===== src/rtl/frequency_counter_gated.sv =====
// Gated frequency counter: counts hysteresis-qualified rising crossings of a signed
// sample stream over a programmable window and streams each window's count out.
module frequency_counter_gated #(
    parameter int DATA_WIDTH  = 14,
    parameter int COUNT_WIDTH = 32,
    parameter int GATE_WIDTH  = 32,
    parameter int HYST        = 16
) (
    input  logic                   clk,
    input  logic                   rst,
    input  logic [DATA_WIDTH-1:0]  S_AXIS_IN_tdata,
    input  logic                   S_AXIS_IN_tvalid,
    input  logic                   enable,
    input  logic [GATE_WIDTH-1:0]  gate_cycles,
    output logic [COUNT_WIDTH-1:0] M_AXIS_OUT_tdata,
    output logic                   M_AXIS_OUT_tvalid,
    input  logic                   M_AXIS_OUT_tready,
    output logic [COUNT_WIDTH-1:0] counter_output,
    output logic                   overflow,
    output logic                   dropped,
    output logic                   o_dbg_state
);

    // Output handshake: a result is transferred in any cycle where tvalid and tready are
    // both high; tvalid then stays high only if a new result loads in that same cycle.

    typedef enum logic {
        S_IDLE  = 1'b0,
        S_COUNT = 1'b1
    } state_t;

    // Samples and the hysteresis band are compared in a common signed width wide
    // enough for both, so a large HYST never wraps against narrow samples.
    localparam int CMP_WIDTH = ((DATA_WIDTH > 32) ? DATA_WIDTH : 32) + 1;
    localparam logic signed [CMP_WIDTH-1:0] HYST_POS = CMP_WIDTH'(HYST);
    localparam logic signed [CMP_WIDTH-1:0] HYST_NEG = -HYST_POS;

    state_t                   r_state;
    logic                     r_level;
    logic [GATE_WIDTH-1:0]    r_gate_len;
    logic [GATE_WIDTH-1:0]    r_gate_cnt;
    logic [COUNT_WIDTH-1:0]   r_edge_cnt;
    logic                     r_win_ovf;
    logic [COUNT_WIDTH-1:0]   r_tdata;
    logic                     r_tvalid;
    logic [COUNT_WIDTH-1:0]   r_count_out;
    logic                     r_overflow;
    logic                     r_dropped;

    logic signed [CMP_WIDTH-1:0] w_sample;
    logic                        w_above;
    logic                        w_below;
    logic                        w_edge;
    logic                        w_last;
    logic                        w_sat;
    logic                        w_start;
    logic                        w_hs;
    logic [COUNT_WIDTH-1:0]      w_result;
    logic                        w_result_ovf;

    assign w_sample = CMP_WIDTH'($signed(S_AXIS_IN_tdata));
    assign w_above  = (w_sample > HYST_POS);
    assign w_below  = (w_sample < HYST_NEG);
    assign w_edge   = S_AXIS_IN_tvalid && !r_level && w_above;

    assign w_last   = (r_state == S_COUNT) && (r_gate_cnt == (r_gate_len - GATE_WIDTH'(1)));
    assign w_sat    = &r_edge_cnt;
    assign w_start  = enable && (gate_cycles != '0);
    assign w_hs     = r_tvalid && M_AXIS_OUT_tready;

    // An edge on the closing cycle still belongs to the closing window.
    assign w_result     = (w_edge && !w_sat) ? (r_edge_cnt + COUNT_WIDTH'(1)) : r_edge_cnt;
    assign w_result_ovf = r_win_ovf || (w_edge && w_sat);

    always_ff @(posedge clk) begin
        if (rst) begin
            r_level <= 1'b0;
        end else if (S_AXIS_IN_tvalid) begin
            if (!r_level && w_above) begin
                r_level <= 1'b1;
            end else if (r_level && w_below) begin
                r_level <= 1'b0;
            end
        end
    end

    always_ff @(posedge clk) begin
        if (rst) begin
            r_state     <= S_IDLE;
            r_gate_len  <= '0;
            r_gate_cnt  <= '0;
            r_edge_cnt  <= '0;
            r_win_ovf   <= 1'b0;
            r_tdata     <= '0;
            r_tvalid    <= 1'b0;
            r_count_out <= '0;
            r_overflow  <= 1'b0;
            r_dropped   <= 1'b0;
        end else begin
            r_dropped <= 1'b0;
            if (w_hs) begin
                r_tvalid <= 1'b0;
            end

            case (r_state)
                S_IDLE: begin
                    if (w_start) begin
                        r_state    <= S_COUNT;
                        r_gate_len <= gate_cycles;
                        r_gate_cnt <= '0;
                        r_edge_cnt <= '0;
                        r_win_ovf  <= 1'b0;
                    end
                end
                S_COUNT: begin
                    if (w_last) begin
                        r_tdata     <= w_result;
                        r_count_out <= w_result;
                        r_overflow  <= w_result_ovf;
                        r_tvalid    <= 1'b1;
                        r_dropped   <= r_tvalid && !M_AXIS_OUT_tready;
                        // Back-to-back windows: relatch the gate with no idle gap.
                        if (w_start) begin
                            r_gate_len <= gate_cycles;
                            r_gate_cnt <= '0;
                            r_edge_cnt <= '0;
                            r_win_ovf  <= 1'b0;
                        end else begin
                            r_state <= S_IDLE;
                        end
                    end else if (!enable) begin
                        r_state <= S_IDLE;
                    end else begin
                        r_gate_cnt <= r_gate_cnt + GATE_WIDTH'(1);
                        if (w_edge) begin
                            if (w_sat) begin
                                r_win_ovf <= 1'b1;
                            end else begin
                                r_edge_cnt <= r_edge_cnt + COUNT_WIDTH'(1);
                            end
                        end
                    end
                end
                default: r_state <= S_IDLE;
            endcase
        end
    end

    assign M_AXIS_OUT_tdata  = r_tdata;
    assign M_AXIS_OUT_tvalid = r_tvalid;
    assign counter_output    = r_count_out;
    assign overflow          = r_overflow;
    assign dropped           = r_dropped;
    assign o_dbg_state       = r_state;

endmodule


===== config.mk =====
export PLATFORM = sky130hd
export DESIGN_NAME = frequency_counter_gated
export DESIGN_NICKNAME = d
export VERILOG_FILES = /design/src/rtl/frequency_counter_gated.sv
export SDC_FILE = /design/constraint.sdc
export NUM_CORES = 1
export LEC_CHECK = 0
export ABC_CLOCK_PERIOD_IN_PS = 8600
export BUFFER_PORTS_ARGS = -buffer_cell sky130_fd_sc_hd__buf_2
export CELL_PAD_IN_SITES_DETAIL_PLACEMENT = 1
export CELL_PAD_IN_SITES_GLOBAL_PLACEMENT = 1
export CORE_UTILIZATION = 45
export DETAILED_ROUTE_END_ITERATION = 6
export PLACE_DENSITY_LB_ADDON = 0.1
export SYNTH_ARGS = -nofsm -noshare
export SYNTH_HDL_FRONTEND = slang
export SYNTH_SLANG_ARGS = --single-unit
export TNS_END_PERCENT = 20

===== constraint.sdc =====
create_clock -name clk -period 8.6 [get_ports clk]
set_input_delay 0 -clock clk [delete_from_list [all_inputs] [get_ports clk]]
set_output_delay 0 -clock clk [all_outputs]
set_load 0.01 [all_outputs]

==> results.md, run 1 <==
- Worst path bufs/invs: 3
- Slew Viols, Final: 0
- Arrival time at the worst endpoint: 4.91 ns
- Max_slew headroom: 0.330
- Mapped Area: 7880 sq um
- Initial core utilization: 0.459
- Crit-path leading delay family: simple AND/OR/NAND/NOR gates
- DIE AREA: 18,000 sq um
- # H-tree levels: 4
- Initial antenna violation count: 0
- Kind of critical path: flop to flop
- Clock sink count: 134
- Warnings from Yosys: 0
- Max cap viols: 0
- Post-layout nets: ~1,200
- Worst path slowest cell: a21oi_4
- Synth Instances: 1,017
- Post-CTS Resized: 0
- Inserted Diodes: 0
- Detailed Routing Iterations Pass 1: 4
- Worst-path maximum fanout: 35
- CP Capture Type: flop
- Clock Power Share: 0.467
- Die Y: 134 microns
- Int Power: between 1 and 1.5 mW
- Drt wl/cell: around 18 microns
- Root Driver: clkbuf_16
- Post-synthesis register bit count: around 130
- Vias/cell: 5.68
- Remaining DRCs: 0
- WHS Path Cells: 6
- R2R Setup Slk: 3.98 ns
- Placeable Area: around 17,000 sq um
- Initial DRC count: 335
- Worst-path cell chain: inv_1 -> ha_1 -> nor4b_1 -> nand4_2 -> nor4_1 -> mux2_2 -> nor4_1 -> nand4bb_1 -> buf_4 -> a21oi_4 -> a211oi_4 -> buf_4 -> o21ai_1 -> o31ai_1
- Worst Hold Path EP: r_level
- Synth async-reset ratio: 0
- Crit path launch type: flop
- Worst Tran Pin Value: 1.00 ns
- First-pass GRT wire length: 39.2 mm
- Reg2reg end: r_edge_cnt[22]
- EDFF count, synth: 0
- DR vias: 7,657
- Power Dens Cells: 170 nW/um^2
- Sequential area share after synthesis: 0.340
- Hold buffers post-CTS: 36
- Pin count of the biggest net entering global routing: 64
- Max Freq: 217 MHz
- Setup bufs post-CTS: 0
- TNS Setup: 0 ns
- Area Growth Syn to Fin: 17.8%
- Vias in the first global route: 7,868
- Final setup violation count: 0
- Net switching power: 0.418 mW
- Reg clk slew, reported paths: 0.06 ns
- Hold Path Origin: S_AXIS_IN_tdata[13]
- PnR Total Power: roughly 1.6 mW
- Reg power frac: 0.410
- Share of post-route cells with drive strength above 1: 0.159
- Period utilization: 0.537
- Placer Congestion: 0.877
- Post-Route WL: 23.7 mm
- Max IR drop VDD: 143 uV
- Die width: 134 microns
- Comb pwr share: 0.123
- Final hold violation count: 0
- Overflow after GRT: 0
- Clk_lat worst skew: 0.43 ns
- Antenna-violating nets left: 0
- Site row count: 48
- Top_reg_cell synth: dfxtp_1
- GR Util All Layers: 0.274
- Mean Syn Cell Area: 7.75 sq um
- Crit-path max cell delay: roughly 0.80 ns
- Outcome: complete, no violations
- FF/Latch Area: 2680 sq um
- Critical Path RT: 8.89 ns
- RSZ-0062 raised after global routing: false
- Synth unique cells: 67
- Post-Syn Nets: 1,071
- Multi-input gate area: 4670 sq um
- # fillers: about 2,200
- Number of cells on the worst reg-to-reg path: 14
- HPWL Detailed: 16.6 mm
- Worst r2r src: r_gate_len[0]
- CTS tree: built
- Hold crit path type: input pin to flop
- Sw Ratio: 0.264
- Leakage power: 3.65 nW
- IO Pins: roughly 120
- Clk_skew: 0.00842 ns
- Bufs on Longest Clock Path: 2
- Tmin final: 4.62 ns
- Total CTS buffers: 17
- I/O Buffers: 118
[worst max path at each step]
stage                   from        endpoint  slack, ns  cells past startpoint
2_1_floorplan  r_gate_len[0]   r_gate_cnt[3]       5.44                     14
3_3_place_gp   r_gate_len[0]   r_edge_cnt[2]       4.11                     14
3_5_place_dp   r_gate_len[0]  r_edge_cnt[17]       3.98                     14
4_1_cts        r_gate_len[0]  r_edge_cnt[22]       3.92                     14
5_1_grt        r_gate_len[0]   r_edge_cnt[2]       3.45                     14
6_report       r_gate_len[0]  r_edge_cnt[22]       3.98                     14
[tightest hold or removal path, stage by stage]
cell	delay, ns
buf_2	0.09
nor2_1	0.03
nand2_1	0.06
a31oi_1	0.08
a21oi_1	0.12
nor2_1	0.04
[layer usage]
| layer | wire (microns) | GRT usage | vias up |
|---|---|---|---|
| met3 | 777 | 0.0571 | 35 |
| met1 | 10400 | 0.323 | 3714 |
| met2 | 12000 | 0.494 | 124 |
| met4 | 451 | 0.0874 | 0 |
| met5 | 0 | 0 | - |
| li1 | - | - | 3784 |
[synthesized netlist by cell type (9+ instances only)]
master | count | area share
dfxtp_1 | 134 | 0.34
o31ai_1 | 28 | 0.027
nor2_1 | 112 | 0.053
a21oi_1 | 73 | 0.046
inv_1 | 9 | 0.0043
xnor2_1 | 42 | 0.047
a31oi_1 | 18 | 0.014
nor4_1 | 23 | 0.018
nand3_1 | 30 | 0.019
nor2b_1 | 12 | 0.0095
nor3_1 | 24 | 0.015
o21ai_1 | 38 | 0.024
and3_1 | 19 | 0.015
nand2_1 | 136 | 0.065
buf_4 | 34 | 0.032
buf_2 | 18 | 0.011
xor2_1 | 38 | 0.042
nand4_1 | 24 | 0.019
or3_1 | 10 | 0.0079
clkbuf_1 | 35 | 0.017
o21ai_0 | 27 | 0.017
mux2i_1 | 29 | 0.037
[registers in the layout, summed over array words and instances (netlist names)]
signal / cells
counter_output: 32
r_edge_cnt: 32
r_gate_cnt: 32
r_gate_len: 32
M_AXIS_OUT_tvalid: 1
dropped: 1
o_dbg_state: 1
overflow: 1
r_level: 1
r_win_ovf: 1
[layout make-up]
type	instances	area share
timing repair buffer	164	0.111
clock buffer	20	0.0470
clock inverter	12	0.0167
tap	225	0.0303
sequential	134	0.289
multi-input combinational	783	0.503
inverter	9	0.00364
[power groups by stage]
stage / clock network (mW) / registers [mW] / logic [mW]
final: 0.739 / 0.648 / 0.194
after global routing: 0.787 / 0.650 / 0.214
after global placement: 0 / 0.661 / 0.176
after floorplan: 0 / 0.652 / 0.133
after CTS: 0.755 / 0.648 / 0.194
after detailed placement: 0 / 0.661 / 0.179
[cell usage in the layout (no fill, tap or decap), types with 10 or more instances in the layout]
cell	synthesis	layout
o31ai_1	28	28
nor2_1	112	112
mux2i_1	29	29
nand4_1	24	24
xnor2_1	42	42
dlygate4sd3_1	0	36
nor2b_1	12	12
buf_4	34	11
nor4_1	23	23
buf_2	18	117
or3_1	10	10
and3_1	19	19
a21oi_1	73	73
a31oi_1	18	18
o21ai_0	27	27
o21ai_1	38	38
nor3_1	24	24
nand3_1	30	29
xor2_1	38	38
nand2_1	136	136
dfxtp_1	134	134
clkbuf_16	0	17
[cells by family (layout without fill, tap and decap cells)]
group,after synthesis,count (layout),synth area share
AO/OA/AOI/OAI,222,222,0.172
multiplexers,31,31,0.0397
adder cells (fa/ha/maj),3,3,0.00476
XOR/XNOR,80,80,0.0889
AND/OR/NAND/NOR,447,447,0.286
buffers and inverters,100,205,0.0687
flip-flops,134,134,0.340
[metrics by stage]
stage           util  instances  instance area [sq um]  hold slack [ns]  worst slack [ns]
3_3_place_gp   0.485       1279                   8340            0.256              4.11
3_5_place_dp   0.485       1279                   8340            0.260              3.98
2_1_floorplan      -       1017                   7880            0.136              5.44
5_1_grt        0.541       1347                   9290            0.101              3.45
4_1_cts        0.541       1347                   9290           0.0283              3.92
6_report       0.541       1347                   9290           0.0384              3.98
(Power assumes the default switching activity.)
==> run 2, diff against run 1 <==
--- a/config.mk
+++ b/config.mk
@@ -5,11 +5,12 @@
 export SDC_FILE = /design/constraint.sdc
 export NUM_CORES = 1
 export LEC_CHECK = 0
-export ABC_CLOCK_PERIOD_IN_PS = 8600
+export ABC_AREA = 1
+export ABC_CLOCK_PERIOD_IN_PS = 4600
 export BUFFER_PORTS_ARGS = -buffer_cell sky130_fd_sc_hd__buf_2
 export CELL_PAD_IN_SITES_DETAIL_PLACEMENT = 1
 export CELL_PAD_IN_SITES_GLOBAL_PLACEMENT = 1
-export CORE_UTILIZATION = 45
+export CORE_UTILIZATION = 41
 export DETAILED_ROUTE_END_ITERATION = 6
 export PLACE_DENSITY_LB_ADDON = 0.1
 export SYNTH_ARGS = -nofsm -noshare
==> constraint.sdc (replaced) <==
create_clock -name clk -period 4.6 [get_ports clk]
set_input_delay 0 -clock clk [delete_from_list [all_inputs] [get_ports clk]]
set_output_delay 0 -clock clk [all_outputs]
set_load 0.01 [all_outputs]
==> run 2 against run 1 <==
Net effect:
- worst setup slack worse by 2.8 ns
- cell count up 31%
- via count up 23%
- combinational power up 140%
- hold slack gained 0.070 ns
- sequential share of layout area down 3.0 points
- first-iteration DRC count is 4.8% higher
- sequential power is 96% higher
- synthesized cell count grew 37%
- highest routed layer unchanged
==> results.md, run 2 <==
- Synth async-reset ratio: 0 (unchanged)
- Int Power: 2.19 mW (was 1.16 mW)
- Commonest non-fill, non-tap cell in the layout: nand2_1 (unchanged)
- Crit path launch type: flop (unchanged)
- Mapped Area: 8950 sq um (was 7880 sq um)
- Bufs on Longest Clock Path: 2 (unchanged)
- Leakage power: 4.17 nW (was 3.65 nW)
- Worst path slowest cell: inv_2 (was a21oi_4)
- Remaining DRCs: 0 (unchanged)
- Synth unique cells: 38 (was 67)
- DIE AREA: 22,400 sq um (was 18,000 sq um)
- Vias in the first global route: 9,361 (was 7,868)
- Compound-Gate Fraction of Synth Area: 0.187 (was 0.172)
- Commonest cells after routing, fill and taps aside: nand2_1 (314), nor2_1 (147), a21oi_1 (136), dfxtp_1 (133), buf_2 (118) (was nand2_1 (136), dfxtp_1 (134), buf_2 (117), nor2_1 (112), a21oi_1 (73))
- Vias/cell: 5.34 (was 5.68)
- First-pass GRT wire length: 47.1 mm (was 39.2 mm)
- Clock Power Share: 0.449 (was 0.467)
- Clk_lat worst skew: 0.43 ns (about the same)
- Drt wl/cell: 16.6 microns (was 17.6 microns)
- RSZ-0062 raised after global routing: false (unchanged)
- Max IR drop VDD: 176 uV (was 143 uV)
- Final hold violation count: 0 (unchanged)
- Post-Synth Simple-Gate Area: 0.317 (was 0.286)
- # H-tree levels: 4 (unchanged)
- Sequential area share after synthesis: 0.300 (was 0.340)
- Design area: 10,400 sq um (was 9290 sq um)
- Pin count of the biggest net entering global routing: 81 (was 64)
- Final setup violation count: 0 (unchanged)
- # fillers: 2,909 (was 2,185)
- Die width: 150 microns (was 134 microns)
- Initial core utilization: 0.422 (was 0.459)
- Max_slew headroom: 0.230 (was 0.330)
- Clk_skew: 0.0145 ns (was 0.00842 ns)
- GR Util All Layers: 0.265 (was 0.274)
- Setup bufs post-CTS: 0 (unchanged)
- Initial antenna violation count: 1 (was 0)
- Worst-path maximum fanout: 80 (was 35)
- Comb pwr share: 0.149 (was 0.123)
- Placer Congestion: 0.905 (was 0.877)
- Power Dens Cells: 305 nW/um^2 (was 170 nW/um^2)
- Root Driver: clkbuf_16 (unchanged)
- Post-Route WL: 29.2 mm (was 23.7 mm)
- Net switching power: 0.969 mW (was 0.418 mW)
- Post-Syn Nets: 1,450 (was 1,071)
- Cell taking the most area after synthesis: dfxtp_1 (unchanged)
- Detailed Routing Iterations Pass 1: 5 (was 4)
- IO Pins: 119 (unchanged)
- CP Capture Type: flop (unchanged)
- Kind of critical path: flop to flop (unchanged)
- Site row count: 53 (was 48)
- Crit-path max cell delay: 0.45 ns (was 0.80 ns)
- PnR Total Power: 3.16 mW (was 1.58 mW)
- Total CTS buffers: 17 (unchanged)
- Post-layout nets: 1,526 (was 1,163)
- DR vias: 9,395 (was 7,657)
- Period utilization: 0.738 (was 0.537)
- Area after DPL: 9400 sq um (was 8340 sq um)
- Reg power frac: 0.402 (was 0.410)
- EDFF count, synth: 0 (unchanged)
- Post-Synth Adder-Cell Area: 0.00419 (was 0.00476)
- Crit-path leading delay family: simple AND/OR/NAND/NOR gates (unchanged)
- Top-count cell post-synth: nand2_1 (unchanged)
- Share of post-route cells with drive strength above 1: 0.133 (was 0.159)
- Post-synthesis register bit count: 134 (unchanged)
- Area Growth Syn to Fin: 15.6% (was 17.8%)
- Clock sink count: 134 (unchanged)
- Proportion of netlist area held by the largest area contributor: 0.300 (was 0.340)
- Mean Syn Cell Area: 6.41 sq um (was 7.75 sq um)
- Hold buffers post-CTS: 36 (unchanged)
- Arrival time at the worst endpoint: 3.74 ns (was 4.91 ns)
- Hold crit path type: input pin to flop (unchanged)
- Placeable Area: 21,200 sq um (was 17,200 sq um)
- CTS tree: built (unchanged)
- Slew Viols, Final: 0 (unchanged)
- Synth Instances: 1,396 (was 1,017)
- Worst path bufs/invs: 2 (was 3)
- Top_reg_cell synth: dfxtp_1 (unchanged)
- I/O Buffers: 118 (unchanged)
- Max Freq: 294 MHz (was 217 MHz)
- Worst Tran Pin Value: 1.15 ns (was 1.00 ns)
- Sw Ratio: 0.307 (was 0.264)
- Antenna-violating nets left: 0 (unchanged)
- Die Y: 150 microns (was 134 microns)
- TNS Setup: 0 ns (unchanged)
- Largest family of logic cells by synthesized area: simple AND/OR/NAND/NOR gates (unchanged)
- Warnings from Yosys: 0 (unchanged)
- Outcome: complete, no violations (unchanged)
- Tmin final: 3.40 ns (was 4.62 ns)
- Synth area leaders: dfxtp_1 (30%), nand2_1 (13%), a21oi_1 (7.6%) (was dfxtp_1 (34%), nand2_1 (6.5%), nor2_1 (5.3%))
- Overflow after GRT: 0 (unchanged)
- Initial DRC count: 351 (was 335)
- Max cap viols: 0 (unchanged)
- Synth cell count leaders: nand2_1 (314), nor2_1 (147), a21oi_1 (136), dfxtp_1 (134), inv_1 (95) (was nand2_1 (136), dfxtp_1 (134), nor2_1 (112), a21oi_1 (73), xnor2_1 (42))
- Crit-path most repeated cell: nand2_1
- Worst hold slack: 0.108 ns (was 0.0384 ns)
- Post-synthesis mux area share: 0 (was 0.0397)
- HPWL Detailed: 20.7 mm (was 16.6 mm)
- Post-CTS Resized: 0 (unchanged)
- Post-Synth XOR/XNOR Area: 0.0861 (was 0.0889)
- Worst-path cell chain: inv_2 -> ha_1 -> nand2_2 -> nor2_4 -> nand2_1 -> o21ai_1 -> nand2_1 -> nand2_1 -> nand2_1 -> nor2_1 -> nand2_1 -> nor2_4 -> nand2_4 -> nand2_4 -> nand2_4 -> inv_2 -> nor2_1 -> nor2_1 (was inv_1 -> ha_1 -> nor4b_1 -> nand4_2 -> nor4_1 -> mux2_2 -> nor4_1 -> nand4bb_1 -> buf_4 -> a21oi_4 -> a211oi_4 -> buf_4 -> o21ai_1 -> o31ai_1)
- Critical Path RT: 4.95 ns (was 8.89 ns)
- Reg clk slew, reported paths: 0.06 ns (about the same)
run 2: path summary, 6_finish.rpt:
check	endpoint	cells past startpoint	from	slack [ns]
setup / recovery	r_gate_len[15]	18	r_gate_len[0]	1.20
hold / removal	r_gate_cnt[0]	5	enable	0.11
setup reg to reg	r_gate_len[15]	18	r_gate_len[0]	1.20
hold reg to reg	r_gate_len[31]	2	r_gate_len[31]	0.47
run 2: layout make-up:
class / instances / area [sq um] / area share
Antenna cell: 1 / 2.50 / 0.000242
Inverter: 103 / 387 / 0.0373
Timing Repair Buffer: 163 / 1020 / 0.0984
Clock inverter: 14 / 165 / 0.0160
Multi-Input combinational cell: 1053 / 5320 / 0.514
Tap cell: 275 / 344 / 0.0332
Sequential cell: 134 / 2680 / 0.259
Clock buffer: 18 / 429 / 0.0415
run 2: worst reg2reg max path, stage by stage (launching register included):
cell,delay (ns)
dfxtp_1,0.32
inv_2,0.09
ha_1,0.24
nand2_2,0.12
nor2_4,0.28
nand2_1,0.14
o21ai_1,0.19
nand2_1,0.07
nand2_1,0.06
nand2_1,0.04
nor2_1,0.09
nand2_1,0.10
nor2_4,0.17
nand2_4,0.14
nand2_4,0.13
nand2_4,0.44
inv_2,0.47
nor2_1,0.10
nor2_1,0.13
run 2: per-layer routing:
| metal | GRT usage | wire length, microns | vias to the layer above |
|---|---|---|---|
| met5 | 0 | 0 | - |
| met1 | 0.321 | 13000 | 4514 |
| met4 | 0.0641 | 331 | 0 |
| met3 | 0.0402 | 817 | 29 |
| li1 | - | - | 4720 |
| met2 | 0.485 | 15100 | 132 |
run 2: logic make-up (layout without fill, tap and decap cells):
kind of cell | count (synthesis) | after routing
DFF | 134 | 134
other | 0 | 1
xor gates and xnor gates | 88 | 88
adders and majority gates | 3 | 3
and+or+nand+nor | 648 | 648
AOI/OAI and AO/OA | 314 | 314
buffers and inverters | 209 | 298
run 2: per-stage QoR:
step                      cells   util  worst slack (ns)
after floorplan            1396      -              2.23
after global placement     1692  0.443              1.40
after detailed placement   1692  0.443              1.29
after CTS                  1760  0.488              1.25
after global routing       1761  0.488             0.844
final                      1761  0.488              1.20
run 2: power groups by stage:
stage / Combinational [mW] / Sequential, mW / Clock (mW)
floorplan: 0.349 / 1.26 / 0
global placement: 0.432 / 1.29 / 0
detailed placement: 0.442 / 1.30 / 0
CTS: 0.471 / 1.27 / 1.44
global route: 0.530 / 1.27 / 1.49
finish: 0.471 / 1.27 / 1.42
